[config.mk]
export PLATFORM = sky130hd
export DESIGN_NAME = led_out_sequencer_flat
export DESIGN_NICKNAME = d
export VERILOG_FILES = /design/src/rtl/led_out_sequencer_if.sv /design/src/rtl/led_out_sequencer.sv /design/src/flat_wrapper.sv
export SDC_FILE = /design/constraint.sdc
export NUM_CORES = 1
export LEC_CHECK = 0
export BUFFER_PORTS_ARGS = -buffer_cell sky130_fd_sc_hd__buf_2
export CAP_MARGIN = 10
export CORE_ASPECT_RATIO = 1.25
export CORE_MARGIN = 10
export CORE_UTILIZATION = 40
export DETAILED_ROUTE_END_ITERATION = 10
export PLACE_DENSITY = 0.61
export RECOVER_POWER = 100
export SYNTH_ARGS = -nofsm -noshare
export SYNTH_HDL_FRONTEND = slang
export SYNTH_SLANG_ARGS = --single-unit
[constraint.sdc]
create_clock -name clk_in -period 3.8 [get_ports clk_in]
set_input_delay 0.38 -clock clk_in [delete_from_list [all_inputs] [get_ports clk_in]]
set_output_delay 0.38 -clock clk_in [all_outputs]
set_load 0.01 [all_outputs]
[src/rtl/led_out_sequencer_if.sv]
// led_out_sequencer_if: request/boundary inputs and mux-control outputs of the LED output sequencer
interface led_out_sequencer_if #(parameter int NUM_ID_FRAMES = 16);
  localparam int IW = $clog2(NUM_ID_FRAMES);
  logic calib_start_in;
  logic calib_abort_in;
  logic moving_req_in;
  logic frame_done_in;
  logic led_out_mux_mode;
  logic moving_override_out;
  logic [IW-1:0] id_frame_idx_out;
  logic capture_strobe_out;
  logic calib_busy_out;
  logic calib_done_out;
  modport master (
    output calib_start_in, calib_abort_in, moving_req_in, frame_done_in,
    input led_out_mux_mode, moving_override_out, id_frame_idx_out,
    input capture_strobe_out, calib_busy_out, calib_done_out
  );
  modport slave (
    input calib_start_in, calib_abort_in, moving_req_in, frame_done_in,
    output led_out_mux_mode, moving_override_out, id_frame_idx_out,
    output capture_strobe_out, calib_busy_out, calib_done_out
  );
endinterface

[src/rtl/led_out_sequencer.sv]
// led_out_sequencer: frame-synchronous mux mode, ID-calibration and moving-override sequencer
module led_out_sequencer #(
  parameter int NUM_ID_FRAMES = 16,
  parameter int FRAMES_PER_ID = 4,
  parameter int SETTLE_FRAMES = 2,
  parameter int MOVING_FRAMES = 60
) (
  input logic clk_in,
  input logic rst_in,
  led_out_sequencer_if.slave bus
);
  localparam int IW = $clog2(NUM_ID_FRAMES);
  localparam int HW = $clog2(FRAMES_PER_ID + 1);
  localparam int MW = $clog2(MOVING_FRAMES + 1);
  typedef enum logic [1:0] {CAMERA, CALIB, MOVING} state_t;
  state_t state_q, state_d;
  logic calib_pend_q, calib_pend_d, mov_pend_q, mov_pend_d, abort_pend_q, abort_pend_d;
  logic [HW-1:0] hold_q, hold_d;
  logic [MW-1:0] mov_cnt_q, mov_cnt_d;
  logic [IW-1:0] idx_q, idx_d;
  logic mode_q, mode_d, ovr_q, ovr_d, strobe_q, strobe_d, busy_q, busy_d, done_q, done_d;
  logic cp, fd;
  always_comb begin
    state_d = state_q;
    calib_pend_d = calib_pend_q;
    mov_pend_d = mov_pend_q;
    abort_pend_d = abort_pend_q;
    hold_d = hold_q;
    mov_cnt_d = mov_cnt_q;
    idx_d = idx_q;
    strobe_d = 1'b0;
    done_d = 1'b0;
    fd = bus.frame_done_in;
    cp = calib_pend_q | bus.calib_start_in;
    case (state_q)
      CAMERA: begin
        calib_pend_d = cp;
        mov_pend_d = mov_pend_q | bus.moving_req_in;
        if (fd && cp) begin
          state_d = CALIB;
          idx_d = '0;
          hold_d = '0;
          calib_pend_d = 1'b0;
          mov_pend_d = 1'b0;
        end else if (fd && mov_pend_d) begin
          state_d = MOVING;
          mov_cnt_d = '0;
          mov_pend_d = 1'b0;
        end
      end
      CALIB: begin
        abort_pend_d = abort_pend_q | bus.calib_abort_in;
        if (fd && abort_pend_d) begin
          state_d = CAMERA;
          idx_d = '0;
          hold_d = '0;
          abort_pend_d = 1'b0;
        end else if (fd) begin
          strobe_d = hold_q == HW'(SETTLE_FRAMES - 1);
          hold_d = (hold_q == HW'(FRAMES_PER_ID - 1)) ? '0 : hold_q + 1'b1;
          if (hold_q == HW'(FRAMES_PER_ID - 1)) begin
            done_d = idx_q == IW'(NUM_ID_FRAMES - 1);
            idx_d = done_d ? '0 : idx_q + 1'b1;
            state_d = done_d ? CAMERA : CALIB;
          end
        end
      end
      MOVING: begin
        calib_pend_d = cp;
        if (fd && cp) begin
          state_d = CALIB;
          idx_d = '0;
          hold_d = '0;
          calib_pend_d = 1'b0;
        end else if (bus.moving_req_in) begin
          mov_cnt_d = '0;
        end else if (fd) begin
          state_d = (mov_cnt_q == MW'(MOVING_FRAMES - 1)) ? CAMERA : MOVING;
          mov_cnt_d = mov_cnt_q + 1'b1;
        end
      end
      default: state_d = CAMERA;
    endcase
    mode_d = state_d != CALIB;
    ovr_d = state_d == MOVING;
    busy_d = (state_d == CALIB) | calib_pend_d;
  end
  always_ff @(posedge clk_in) begin
    if (rst_in) begin
      state_q <= CAMERA;
      calib_pend_q <= 1'b0;
      mov_pend_q <= 1'b0;
      abort_pend_q <= 1'b0;
      hold_q <= '0;
      mov_cnt_q <= '0;
      idx_q <= '0;
      mode_q <= 1'b1;
      ovr_q <= 1'b0;
      strobe_q <= 1'b0;
      busy_q <= 1'b0;
      done_q <= 1'b0;
    end else begin
      state_q <= state_d;
      calib_pend_q <= calib_pend_d;
      mov_pend_q <= mov_pend_d;
      abort_pend_q <= abort_pend_d;
      hold_q <= hold_d;
      mov_cnt_q <= mov_cnt_d;
      idx_q <= idx_d;
      mode_q <= mode_d;
      ovr_q <= ovr_d;
      strobe_q <= strobe_d;
      busy_q <= busy_d;
      done_q <= done_d;
    end
  end
  assign bus.led_out_mux_mode = mode_q;
  assign bus.moving_override_out = ovr_q;
  assign bus.id_frame_idx_out = idx_q;
  assign bus.capture_strobe_out = strobe_q;
  assign bus.calib_busy_out = busy_q;
  assign bus.calib_done_out = done_q;
endmodule

[src/flat_wrapper.sv]
// flat-port wrapper written by rule: the top's interface ports become plain ports
module led_out_sequencer_flat 
#(
  parameter int NUM_ID_FRAMES = 16,
  parameter int FRAMES_PER_ID = 4,
  parameter int SETTLE_FRAMES = 2,
  parameter int MOVING_FRAMES = 60
)
  (clk_in, rst_in, bus_calib_start_in, bus_calib_abort_in, bus_moving_req_in, bus_frame_done_in, bus_led_out_mux_mode, bus_moving_override_out, bus_id_frame_idx_out, bus_capture_strobe_out, bus_calib_busy_out, bus_calib_done_out);
  led_out_sequencer_if #(.NUM_ID_FRAMES(NUM_ID_FRAMES)) bus_i ();
  input logic clk_in;
  input logic rst_in;
  input wire logic [$bits(bus_i.calib_start_in)-1:0] bus_calib_start_in;
  input wire logic [$bits(bus_i.calib_abort_in)-1:0] bus_calib_abort_in;
  input wire logic [$bits(bus_i.moving_req_in)-1:0] bus_moving_req_in;
  input wire logic [$bits(bus_i.frame_done_in)-1:0] bus_frame_done_in;
  output wire logic [$bits(bus_i.led_out_mux_mode)-1:0] bus_led_out_mux_mode;
  output wire logic [$bits(bus_i.moving_override_out)-1:0] bus_moving_override_out;
  output wire logic [$bits(bus_i.id_frame_idx_out)-1:0] bus_id_frame_idx_out;
  output wire logic [$bits(bus_i.capture_strobe_out)-1:0] bus_capture_strobe_out;
  output wire logic [$bits(bus_i.calib_busy_out)-1:0] bus_calib_busy_out;
  output wire logic [$bits(bus_i.calib_done_out)-1:0] bus_calib_done_out;
  assign bus_i.calib_start_in = bus_calib_start_in;
  assign bus_i.calib_abort_in = bus_calib_abort_in;
  assign bus_i.moving_req_in = bus_moving_req_in;
  assign bus_i.frame_done_in = bus_frame_done_in;
  assign bus_led_out_mux_mode = bus_i.led_out_mux_mode;
  assign bus_moving_override_out = bus_i.moving_override_out;
  assign bus_id_frame_idx_out = bus_i.id_frame_idx_out;
  assign bus_capture_strobe_out = bus_i.capture_strobe_out;
  assign bus_calib_busy_out = bus_i.calib_busy_out;
  assign bus_calib_done_out = bus_i.calib_done_out;
  led_out_sequencer #(.NUM_ID_FRAMES(NUM_ID_FRAMES), .FRAMES_PER_ID(FRAMES_PER_ID), .SETTLE_FRAMES(SETTLE_FRAMES), .MOVING_FRAMES(MOVING_FRAMES)) u_core (.clk_in(clk_in), .rst_in(rst_in), .bus(bus_i));
endmodule
==> impl_metrics.ini <==
[run_status]
outcome = complete, no violations

[timing]
hold_viol_final = 0
setup_viol = 0
finClkSkew_ns = 0.0126
layout_min_cycle_time_ns = 1.83
setup_tns_ns = 0
fin_crit_sh_pct = 48.2
tightest_slew_ns = 0.617
slew_headroom_pct = 58.4
drv_slew = 0
rsz0062_at_grt = false
clock.fmax_mhz = 546

[grt]
grt_pass1_wl_um = 3930
grt_pass1_vias = 925
track_usage_pct = 9.02
grt_remaining_overflow = 0
grt_max_degree = 20
antenna_found_initial = 0

[die]
fp.dieH_um = 79.4
design.core.area_um2 = 2710
dieArea_um2 = 5360
initial_core_util_pct = 41.7
ioPinCount = 15
num_rows = 21
die_w_um = 67.5

[setup_path]
path_cells = and2b_1 > a32oi_1 > o21bai_1 > nor2_1
critPathMaxFanout = 10
crit_buf_inv = 0
cpLargestDelayFamily = compound AO/OA/AOI/OAI gates
arrival_ns = 2.07
crit_slowest_cell = dfxtp_1
path_class = flip-flop to flip-flop
endpoint_kind = flip-flop
critPathLaunchType = flip-flop
slowest_delay_ns = 0.58
critPathRequiredTime_ns = 4.04

[flow_run]
drv_cap = 0

[clock_tree]
numCtsBuffers = 3
cts_setup_buffers = 0
worstSkewPairLatency_ns = 0.31
cts-root-buf = clkbuf_4
path_clk_slew_ns = 0.14
cts_buffer_depth = 2
htreeDepth = 1
tritoncts = done
post_cts_resized = 0
cts_num_sinks = 23
hold_buffers = 0

[drt]
dr.pass1.iters = 4
drt.antenna.violating_nets = 0
drc_errors = 0
dr_wl_met3_um = 107
wl_per_cell_um = 12.7
dr_wl_met2_um = 1050
postRouteWirelength_um = 2230
via_per_inst = 5.33
num_vias = 938
drt_iter0_drc = 52
wl_met1_um = 1050
top_layer_used = met4

[logic_synthesis]
syn_nets = 138
ys_types = 39
synth_seq_cells = 23
synth_top_flop_cell = dfxtp_1
synth_cells = 128
synthesis.area_um2 = 1130
synth_edf_count = 0
syn_area_per_cell_um2 = 8.83
ys_warn_count = 0
synth_seq_area_share_pct = 40.8
synthArstFlopShare_pct = 0

[final_layout]
drive_above_1_share_pct = 11.3
nNetsFinal = 153
utilization_pct = 44.5
syn_to_final_growth_pct = 6.53
fillCellCount = 281
antennaDiodeCount = 0

[place]
hpwl_um = 1670
place.gp.congestion = 0.720
portBuffers = 14

[pwr]
irDropWorstVdd_mv = 0.161
p_leak_nw = 0.410
power-per-cell-area_nw_per_um2 = 346

[min_path]
min_path_type = input pin to flip-flop
## flip-flops by register name, summed over array words and instances, names as in the netlist
signal                          cells
u_core.calib_pend_q                 1
u_core.bus.id_frame_idx_out         4
u_core.bus.led_out_mux_mode         1
u_core.bus.moving_override_out      1
u_core.bus.capture_strobe_out       1
u_core.mov_pend_q                   1
u_core.state_q                      2
u_core.bus.calib_busy_out           1
u_core.bus.calib_done_out           1
u_core.abort_pend_q                 1
u_core.hold_q                       3
u_core.mov_cnt_q                    6
## cells in the mapped netlist (all sizes together), types with 3 or more instances
master	count	area, µm²
o21ai	7	46.3
ha	4	50.1
inv	5	18.8
a21oi	13	68.8
nor3	6	35.0
nor2	20	75.1
xnor2	5	43.8
nor2b	3	26.3
nand2	7	26.3
dfxtp	23	460
nand2b	3	33.8
nand3	4	20.0
## path summary, 6_finish.rpt
kind,to,depth (start not counted),slack (ns),start
worst max-delay path,u_core.mov_cnt_q[0],4,1.97,u_core.state_q[0]
worst min-delay path,u_core.mov_pend_q,2,0.41,bus_frame_done_in
worst max register to register,u_core.mov_cnt_q[0],4,1.97,u_core.state_q[0]
worst min register to register,u_core.bus.capture_strobe_out,1,0.47,u_core.hold_q[2]
## metrics by stage
| stage | total power, mW | area, µm² | worst slack [ns] | instances | hold WS (ns) |
|---|---|---|---|---|---|
| global placement | 0.314 | 1220 | 2.14 | 172 | 0.440 |
| floorplan | 0.303 | 1130 | 2.25 | 128 | 0.416 |
| global route | 0.440 | 1200 | 1.77 | 176 | 0.403 |
| detailed placement | 0.316 | 1220 | 2.10 | 172 | 0.443 |
| finish | 0.417 | 1200 | 1.97 | 176 | 0.406 |
| CTS | 0.428 | 1240 | 2.08 | 176 | 0.410 |
## cells by family after synthesis
kind of cell,Yosys count,share of synthesized area [%]
AND/OR/NAND/NOR,59,29.9
AO/OA/AOI/OAI,28,17.1
flip-flops,23,40.8
buffers and inverters,9,3.99
XOR/XNOR,5,3.88
adder cells (fa/ha/maj),4,4.43
## cell type report
type	instances	area [µm²]	share of cell area [%]
Multi-Input combinational cell	96	596	49.5
Sequential cell	23	460	38.3
Timing Repair Buffer	14	58.8	4.89
Tap cell	34	42.5	3.53
Clock buffer	3	22.5	1.87
Inverter	5	18.8	1.56
Clock inverter	1	5.00	0.416
## cells in the final DEF, fill, tap and decap left out, types with 3 or more instances in the layout
cell	Yosys	layout
nand2_1	7	7
xnor2_1	5	5
buf_2	0	5
a21oi_1	12	13
nor2_1	20	20
nand3_1	4	4
clkbuf_4	0	3
nor3_1	5	5
ha_1	4	4
inv_1	5	5
clkbuf_1	2	9
dfxtp_1	23	23
o21ai_0	6	7
## metal layers
metal | GRT usage [%] | vias to the layer above
met1 | 10.6 | 442
li1 | - | 478
met3 | 2.39 | 2
met2 | 14.9 | 16
met4 | 3.70 | 0
met5 | 0 | -
## power breakdown
part,total (mW),switching (mW),leakage (nW),internal (mW)
clock network,0.113,0.0734,0.0177,0.0392
registers,0.255,0.00686,0.187,0.248
logic,0.0486,0.0302,0.206,0.0185
total,0.417,0.110,0.410,0.306
Power figures use the tool's default switching activity.
